--- src/rtl/lstm_bptt_buffer.sv ---
// lstm_bptt_buffer
//   Sequencer and history store for one LSTM cell. It steps the cell through a
//   forward sequence of up to DEPTH timesteps and captures each timestep's gate
//   activations and cell state. It then replays the timesteps newest-to-oldest
//   to the BPTT gradient stage over a valid/ready port.
//
//   Optional feature macro: LSTM_BUF_HPREV_EN
//     defined   -> h(t-1) is stored per entry and driven on o_rd_h_prev
//     undefined -> no h(t-1) storage; o_rd_h_prev is tied to 0
//
// Ports
//   clk, rst                  clock, synchronous active-high reset
//   i_start, i_len            begin a forward sequence (IDLE only), its length
//   i_a..i_h                  cell outputs for the current timestep
//   o_sel, o_x_idx, o_fwd     cell control: first-step select, x index, forward active
//   o_fwd_done                one-cycle pulse once the sequence is captured
//   i_bwd_start               begin the reverse replay (READY only)
//   o_rd_valid, i_rd_ready    replay handshake
//   o_rd_t, o_rd_last         timestep of the presented entry, entry is t = 0
//   o_rd_a..o_rd_h_prev       stored words for the presented timestep
//   o_bwd_done                one-cycle pulse after the t = 0 entry is accepted
//   o_err                     one-cycle pulse on i_start with i_len = 0
//
// state  | meaning
// IDLE   | waiting for i_start
// FWD    | one timestep per clock, capturing the cell outputs
// READY  | sequence captured, waiting for i_bwd_start
// BWD    | replaying entries len-1 down to 0

module lstm_bptt_buffer #(
  parameter int WIDTH = 32,
  parameter int DEPTH = 16,
  localparam int AW = $clog2(DEPTH)
) (
  input  logic             clk,
  input  logic             rst,
  input  logic             i_start,
  input  logic [AW:0]      i_len,
  input  logic [WIDTH-1:0] i_a,
  input  logic [WIDTH-1:0] i_i,
  input  logic [WIDTH-1:0] i_f,
  input  logic [WIDTH-1:0] i_o,
  input  logic [WIDTH-1:0] i_c,
  input  logic [WIDTH-1:0] i_h,
  output logic             o_sel,
  output logic [AW-1:0]    o_x_idx,
  output logic             o_fwd,
  output logic             o_fwd_done,
  input  logic             i_bwd_start,
  output logic             o_rd_valid,
  input  logic             i_rd_ready,
  output logic [AW-1:0]    o_rd_t,
  output logic             o_rd_last,
  output logic [WIDTH-1:0] o_rd_a,
  output logic [WIDTH-1:0] o_rd_i,
  output logic [WIDTH-1:0] o_rd_f,
  output logic [WIDTH-1:0] o_rd_o,
  output logic [WIDTH-1:0] o_rd_c,
  output logic [WIDTH-1:0] o_rd_h,
  output logic [WIDTH-1:0] o_rd_c_prev,
  output logic [WIDTH-1:0] o_rd_h_prev,
  output logic             o_bwd_done,
  output logic             o_err
);

`ifdef LSTM_BUF_HPREV_EN
  localparam int NW = 8;
`else
  localparam int NW = 7;
`endif
  localparam int EW = NW * WIDTH;
  localparam logic [AW:0] ONE     = (AW+1)'(1);
  localparam logic [AW:0] DEPTH_L = (AW+1)'(DEPTH);

  typedef enum logic [1:0] {S_IDLE, S_FWD, S_READY, S_BWD} state_e;

  state_e            state_q;
  logic [AW:0]       len_q, len_d;
  logic [AW-1:0]     x_idx_q, rd_ptr_q, rd_t_q;
  logic              sel_q, fwd_q, fwd_done_q, err_q, bwd_done_q;
  logic              rd_valid_q, rd_last_q, more_q;
  logic [WIDTH-1:0]  c_prev_q;
`ifdef LSTM_BUF_HPREV_EN
  logic [WIDTH-1:0]  h_prev_q;
`endif

  logic [EW-1:0]     mem [DEPTH];
  logic [EW-1:0]     wr_word, rd_word_q;
  logic              wr_en, rd_load, rd_xfer;

  assign len_d = (i_len > DEPTH_L) ? DEPTH_L : i_len;

`ifdef LSTM_BUF_HPREV_EN
  assign wr_word = {i_a, i_i, i_f, i_o, i_c, i_h, c_prev_q, h_prev_q};
`else
  assign wr_word = {i_a, i_i, i_f, i_o, i_c, i_h, c_prev_q};
`endif

  assign wr_en   = (state_q == S_FWD) && !rst;
  assign rd_xfer = rd_valid_q && i_rd_ready;
  // The read register doubles as the output register, so the next entry is
  // fetched whenever the output slot is empty or is being drained this cycle.
  assign rd_load = (state_q == S_BWD) && more_q && (!rd_valid_q || i_rd_ready);

  always_ff @(posedge clk) begin
    if (wr_en) mem[x_idx_q] <= wr_word;
  end

  always_ff @(posedge clk) begin
    if (rst)          rd_word_q <= '0;
    else if (rd_load) rd_word_q <= mem[rd_ptr_q];
  end

  always_ff @(posedge clk) begin
    if (rst) begin
      state_q    <= S_IDLE;
      len_q      <= '0;
      x_idx_q    <= '0;
      rd_ptr_q   <= '0;
      rd_t_q     <= '0;
      sel_q      <= 1'b0;
      fwd_q      <= 1'b0;
      fwd_done_q <= 1'b0;
      err_q      <= 1'b0;
      bwd_done_q <= 1'b0;
      rd_valid_q <= 1'b0;
      rd_last_q  <= 1'b0;
      more_q     <= 1'b0;
      c_prev_q   <= '0;
`ifdef LSTM_BUF_HPREV_EN
      h_prev_q   <= '0;
`endif
    end else begin
      fwd_done_q <= 1'b0;
      err_q      <= 1'b0;
      bwd_done_q <= 1'b0;
      case (state_q)
        S_IDLE: begin
          if (i_start) begin
            if (i_len == '0) begin
              err_q <= 1'b1;
            end else begin
              len_q    <= len_d;
              x_idx_q  <= '0;
              sel_q    <= 1'b0;
              fwd_q    <= 1'b1;
              c_prev_q <= '0;
`ifdef LSTM_BUF_HPREV_EN
              h_prev_q <= '0;
`endif
              state_q  <= S_FWD;
            end
          end
        end
        S_FWD: begin
          c_prev_q <= i_c;
`ifdef LSTM_BUF_HPREV_EN
          h_prev_q <= i_h;
`endif
          if ({1'b0, x_idx_q} == len_q - ONE) begin
            state_q    <= S_READY;
            fwd_q      <= 1'b0;
            sel_q      <= 1'b0;
            x_idx_q    <= '0;
            fwd_done_q <= 1'b1;
          end else begin
            x_idx_q <= x_idx_q + AW'(1);
            sel_q   <= 1'b1;
          end
        end
        S_READY: begin
          if (i_bwd_start) begin
            rd_ptr_q <= AW'(len_q - ONE);
            more_q   <= 1'b1;
            state_q  <= S_BWD;
          end
        end
        S_BWD: begin
          if (rd_load) begin
            rd_valid_q <= 1'b1;
            rd_t_q     <= rd_ptr_q;
            rd_last_q  <= (rd_ptr_q == '0);
            if (rd_ptr_q == '0) more_q   <= 1'b0;
            else                rd_ptr_q <= rd_ptr_q - AW'(1);
          end else if (rd_xfer) begin
            rd_valid_q <= 1'b0;
            if (rd_last_q) begin
              rd_last_q  <= 1'b0;
              bwd_done_q <= 1'b1;
              state_q    <= S_IDLE;
            end
          end
        end
        default: state_q <= S_IDLE;
      endcase
    end
  end

  assign o_sel       = sel_q;
  assign o_x_idx     = x_idx_q;
  assign o_fwd       = fwd_q;
  assign o_fwd_done  = fwd_done_q;
  assign o_err       = err_q;
  assign o_bwd_done  = bwd_done_q;
  assign o_rd_valid  = rd_valid_q;
  assign o_rd_t      = rd_t_q;
  assign o_rd_last   = rd_last_q;
  assign o_rd_a      = rd_word_q[EW-1           -: WIDTH];
  assign o_rd_i      = rd_word_q[EW-1 -   WIDTH -: WIDTH];
  assign o_rd_f      = rd_word_q[EW-1 - 2*WIDTH -: WIDTH];
  assign o_rd_o      = rd_word_q[EW-1 - 3*WIDTH -: WIDTH];
  assign o_rd_c      = rd_word_q[EW-1 - 4*WIDTH -: WIDTH];
  assign o_rd_h      = rd_word_q[EW-1 - 5*WIDTH -: WIDTH];
  assign o_rd_c_prev = rd_word_q[EW-1 - 6*WIDTH -: WIDTH];
`ifdef LSTM_BUF_HPREV_EN
  assign o_rd_h_prev = rd_word_q[WIDTH-1:0];
`else
  assign o_rd_h_prev = '0;
`endif

endmodule
--- config.mk ---
export PLATFORM = sky130hd
export DESIGN_NAME = lstm_bptt_buffer
export DESIGN_NICKNAME = d
export VERILOG_FILES = /design/src/rtl/lstm_bptt_buffer.sv
export SDC_FILE = /design/constraint.sdc
export NUM_CORES = 2
export LEC_CHECK = 0
export BUFFER_PORTS_ARGS = -buffer_cell sky130_fd_sc_hd__clkbuf_2
export CAP_MARGIN = 20
export CORE_ASPECT_RATIO = 0.9
export CORE_MARGIN = 10
export CORE_UTILIZATION = 65
export CTS_CLUSTER_DIAMETER = 100
export CTS_CLUSTER_SIZE = 40
export DETAILED_ROUTE_END_ITERATION = 7
export GPL_TIMING_DRIVEN = 0
export PLACE_DENSITY = 0.84
export SKIP_LAST_GASP = 1
export SYNTH_ARGS = -nofsm -noshare
export SYNTH_HDL_FRONTEND = slang
export SYNTH_SLANG_ARGS = --single-unit
--- constraint.sdc ---
create_clock -name clk -period 42.9 [get_ports clk]
set_input_delay 4.29 -clock clk [delete_from_list [all_inputs] [get_ports clk]]
set_output_delay 4.29 -clock clk [all_outputs]
set_load 0.03 [all_outputs]
# Word level (Yosys, flattened, before mapping)
# Memories as Yosys holds them, arrays and structs flattened. A register that Yosys moved wholly into a read port is not among the register bits.
# Cells that the tools add are included.
# totals
register_bits,59
latch_bits,0
ram_bits,3584
romBits,0
inputBits,202
output_inout_bits,271
word_cells,103
memories,1
# op_classes
addsub,3
mul,0
div_mod_pow,0
n_lt_le_gt_ge,1
n_eq_ne,14
n_shift,0
n_mux,40
bitwise,6
n_reduce_logical,24
# memory_table
memory,words,word_bits,rd,rd_clocked_by_memory_dff,write_ports,line_no,source
mem,16,224,1,1,1,87,logic [EW-1:0] mem [DEPTH];
# op_table
operator,count
2-to-1 mux 32 bit,2
one-hot mux 32 bit (2 select lines),1
2-to-1 mux 4 bit,6
2-to-1 mux 1 bit,17
!= test 2 bit (second input constant),8
one-hot mux 4 bit (2 select lines),2
2-to-1 mux 2 bit,7
AND reduction 4 bit,3
one-hot mux 2 bit (4 select lines),1
AND reduction 7 bit,1
NOT 1 bit,6
one-hot mux 1 bit (2 select lines),3
AND reduction 3 bit,2
nonzero test 2 bit,3
equality test 4 x 5 -> 1 bit,1
> comparator 5 bit (second input constant),1
logical NOT 5 bit,1
2-to-1 mux 5 bit,1
subtractor 5 x 1 -> 5 bit (second input constant),1
adder 4 x 1 -> 4 bit (second input constant),1
equality test 2 bit (second input constant),2
logical AND 1 bit,4
logical NOT 4 bit,1
!= test 2 x 1 -> 1 bit (second input constant),2
other kinds (9),11

# Longest topological paths before layout
# logic_depth
ltp_word,5
mapped_depth,10
depth_no_buf,7

# Least setup slack after synthesis
# No wires, ideal clock.
# synth_path
path_kind,input -> register
startpoint,in rst
endpoint,"mem mem[3][0] in the netlist's numbering, enable pin"
setup_ns,1.083
arrival_time_ns,19.845
t_required_ns,41.817
slack_ns,21.972
path_stages,4
path_buffers,1
path_cell_list,clkbuf_1 > nor2b_1 > nand2_1 > nor3_1
# synth_between
elab_chain_len,4
# synth_rtl
item,line_no,source
start: declaration,36,"input logic rst,"
logical NOT 1 bit,99,assign wr_en = (state_q == S_FWD) && !rst;
logical AND 1 bit,99,
2-to-1 mux 1 bit,106,if (wr_en) mem[x_idx_q] <= wr_word;
2-to-1 mux 1 bit (implied by the code),106,
end: declaration,87,
# Every way passes these cells.

# Final worst setup path
# layout_path
startpoint,in rst
endpoint,"mem mem[3][183] in the netlist's numbering, enable pin"
# Same word-level chain as after synthesis.

==> results list <==
* Status: complete, no violations
- For met3 alone, demand over resource in global routing was 0.09109.
- The die is between 400 and 500 um tall.
- Via count: 78,050
- From synthesis to final layout, the design area changed by 9.522%.
* CP peak stage delay: between 0.8 and 0.9 ns
- Layout cells sized above 1: 0.2534
- The via count of the first global-routing pass is a little under 80,000.
* Largest area contributor in the synthesized netlist: sky130_fd_sc_hd__edfxtp_1
- Wires add up to between 300 and 400 mm.
- Startpoint class of the critical path: input port
- The first global-routing pass estimated 562.1 mm of wire.
- For this block, the initial DRC count from the detailed router was roughly 13,000.
- The tightest min-delay check is of the reg2reg type.
- For the pin with the worst max-slew slack, the measured transition is 1.209 ns.
* Commonest register cell after synthesis: sky130_fd_sc_hd__edfxtp_1
* Most repeated library cell on the critical path: sky130_fd_sc_hd__buf_6
- Count of buffers added by post-CTS timing repair for setup: 0
* Sum of negative setup slack: 0 ns
* WL/cell: between 30 and 40 um
- Crit path kind: in2reg
- Of the total power, the share spent switching nets is 0.3022.
- For the finished layout, the period the worst path requires is between 6 and 7 ns.
- Number of endpoints with negative hold slack in the final report: 0
* GRT met1 Usage: 0.4038
* Count of port buffers added during placement: roughly 440
- Final weighted congestion of routability-driven global placement: between 0.7 and 0.8
* Seq/Total Area, Yosys: 0.7795
- Total of cells resized after clock tree synthesis: 0
* Maximum fanout encountered on the critical timing path: 10
- Sink count of the clock tree: slightly below 4,000
* Combinational share of power: 0.277
- After detailed routing, the number of remaining DRC violations is 0.
- Setup repair after global routing left no endpoint under its margin.
- Number of buffers inserted during clock tree synthesis: 108
- CTS built an H-tree with a depth of 3.
* Arrival time worst endpoint: roughly 7.5 ns
- The first detailed-routing pass took 8 iterations.
- Clock tree synthesis selected as its root buffer the cell sky130_fd_sc_hd__clkbuf_16.
* Layout Skew: around 0.047 ns
- Of all flip-flops after synthesis, the portion carrying an async set or reset was 0.
- Most common library cells after synthesis: 3,584 x sky130_fd_sc_hd__edfxtp_1, 896 x sky130_fd_sc_hd__mux4_2, 658 x sky130_fd_sc_hd__nand2_1
* Sequential fraction of design power: 0.527
* Overall global routing resource usage: 0.3214
- In this run the count of I/O pins placed on the die edge is about 470.
- Starting utilization of the core area: 0.6540
* Hold-fix buffers, CTS: 0
- The analysis attributes to net switching a power of 2414 uW.
* Netlist area before placement: 145,300 um^2
* Synth Warn #: 0
* Die W: between 500 and 600 um
- Cell count after synthesis: ~7,100
* Top-count cell post-synth: sky130_fd_sc_hd__edfxtp_1
- Leaving out filler cells and counting taps, the final layout contains between 10,000 and 15,000.
- The floorplan has ~160 rows.
- Together, buffers and inverters on the worst path number 9.
* # fillers: ~12,000
- Of the total power, the clock network draws 0.196.
- The critical path goes through clkbuf_1 > nor2b_1 > nand2_1 > nor3_2 > buf_8 > buf_6 > buf_6 > buf_6 > buf_6 > buf_6 > buf_6 > buf_8.
- Dividing the final minimum period by the clock period gives 0.1624.
- Fin nets: around 8,100
- The share of synthesized area in the top cell type comes to 0.7405.
- Grt total ovfl: 0
- Counting tap cells, the placed design contains a total of ~11,000 instances.
* Worst vdd ir: 0.04419 mV
- Entering global routing, the biggest net connects between 40 and 50 pins.
* Max capacitance violation total: 0
* Pre-CTS worst setup slack: between 30 and 40 ns
* Layer with the highest usage after global routing: met2
- Slew Limit Fails: 0
- Required arrival time at the worst endpoint: roughly 43 ns
* Design Area, Final: 159,200 um^2
- In this design, the largest share of critical-path delay is due to buffers and inverters.
- Area of the die: around 240,000 um^2
- TritonCTS built the clock tree.
* Maximum count of clock buffers along a single path: 3
- Global-route met2 utilization: 0.5182
* HPWL reported at the end of detailed placement: roughly 260 mm
- Core Util, Final: 0.7163
* Cell area reported after detailed placement: 155,700 um^2
- The synthesized design contains around 3,900 register bits.
- By area the synthesized netlist is led by sky130_fd_sc_hd__edfxtp_1 74%, sky130_fd_sc_hd__mux4_2 14%, sky130_fd_sc_hd__dfxtp_1 3.9%.
- Worst slew margin relative to its limit: 0.1937
* Count of different cell masters after synthesis: 48
- Average footprint of a synthesized cell: 20.49 um^2
- Final critical-path setup slack: roughly 36 ns
* Core ar.: 222,200 um^2
- Clock transition at path regs: ~0.14 ns
- The slowest stage of the critical path belongs to the cell sky130_fd_sc_hd__nor3_2.
- Setup violators final: 0
- The later pin in the worst-skew pair is clocked with a latency of ~0.89 ns.
- Initial antenna violation count: 68
- Post-DRT Antenna Nets: 0
- Yosys mapped a number of flops with a built-in enable equal to around 3,600.
- Power spread over the standard cell area amounts to ~50 nW/um^2.
* Fmax achieved: between 100 and 150 MHz
- Post-detailed-route via-to-cell ratio: roughly 7.1
* Total internal power: about 5600 uW
- Critical Path End Type: flop
- Leakage power: roughly 0.05 uW
cells in the final DEF, fill, tap and decap left out, drive strengths merged, types with 4 or more instances in the layout:
master	count
nor3	7
and3	4
a22oi	211
nand2	658
nand2b	8
nor2	251
buf	561
mux4	896
nor2b	5
clkbuf	779
a211oi	123
mux2i	4
and2	4
inv	16
a21oi	495
ha	12
dfxtp	283
edfxtp	3584
clkinv	10
nand4	5
xnor2	5
nand3	36
conb	32
diode	40
worst min-delay path: cells and delay by family, from the launching register on:
family | cells | cell delay, ns
AOI/OAI and AO/OA | 1 | 0.05
and+or+nand+nor | 1 | 0.05
DFF | 1 | 0.34
power by group through the flow:
stage	clock network [uW]	logic [uW]	registers (uW)
after global routing	1660	2310	4220
after detailed placement	0	2150	4300
after CTS	1550	2180	4210
final	1560	2210	4210
after global placement	0	2040	4340
after floorplan	0	1420	4320
per-layer routing:
layer / vias up / share of wire
met3: 1343 / 0.14
met4: 62 / 0.063
met5: - / 0.0010
li1: 30320 / -
met1: 39350 / 0.31
met2: 6977 / 0.48
metrics by stage:
| step | total power, uW | hold slack, ns |
|---|---|---|
| after floorplan | 5734 | 0.4759 |
| final | 7988 | 0.4760 |
| after global routing | 8195 | 0.5006 |
| after detailed placement | 6443 | 0.4546 |
| after global placement | 6388 | 0.4486 |
| after CTS | 7945 | 0.4735 |
path summary, 6_finish.rpt:
path         startpoint     endpoint  slack [ns]  cells after the start
min reg2reg       o_sel        o_sel        0.48                      2
max                 rst  mem[3][183]       35.94                     12
min               o_sel        o_sel        0.48                      2
max reg2reg  state_q[1]  mem[3][183]       38.42                     14
sequential cells by signal (all words and copies together), names as in the netlist:
name and flops:
mem 3584, rd_word_q 224, c_prev_q 32, len_q 5, o_rd_t 4, o_x_idx 4
rd_ptr_q 4, state_q 2, more_q 1, o_bwd_done 1, o_err 1, o_fwd 1
o_fwd_done 1, o_rd_last 1, o_rd_valid 1, o_sel 1
cell type report:
type / instances / area [um^2] / share of cell area
repair buffers: 696 / 6436 / 0.04043
clock buffers: 186 / 3058 / 0.01921
diodes: 40 / 100.1 / 0.0006288
multi-input cells: 2785 / 29670 / 0.1864
well taps: 2988 / 3739 / 0.02349
inverters: 13 / 48.80 / 0.0003065
plain buffers: 458 / 2571 / 0.01615
flip-flops and latches: 3867 / 113300 / 0.7117
clock inverters: 18 / 271.5 / 0.001706
kinds of logic after synthesis:
logic type	count (synthesis)	share of synthesized area
buf+inv	471	0.01798
mux	900	0.1391
fa+ha+maj	12	0.001033
simple gates	985	0.02644
flops	3867	0.7795
compound gates	850	0.03559
other cells	1	0.00002580
xor+xnor	6	0.0003616
(Power assumes the default switching activity.)
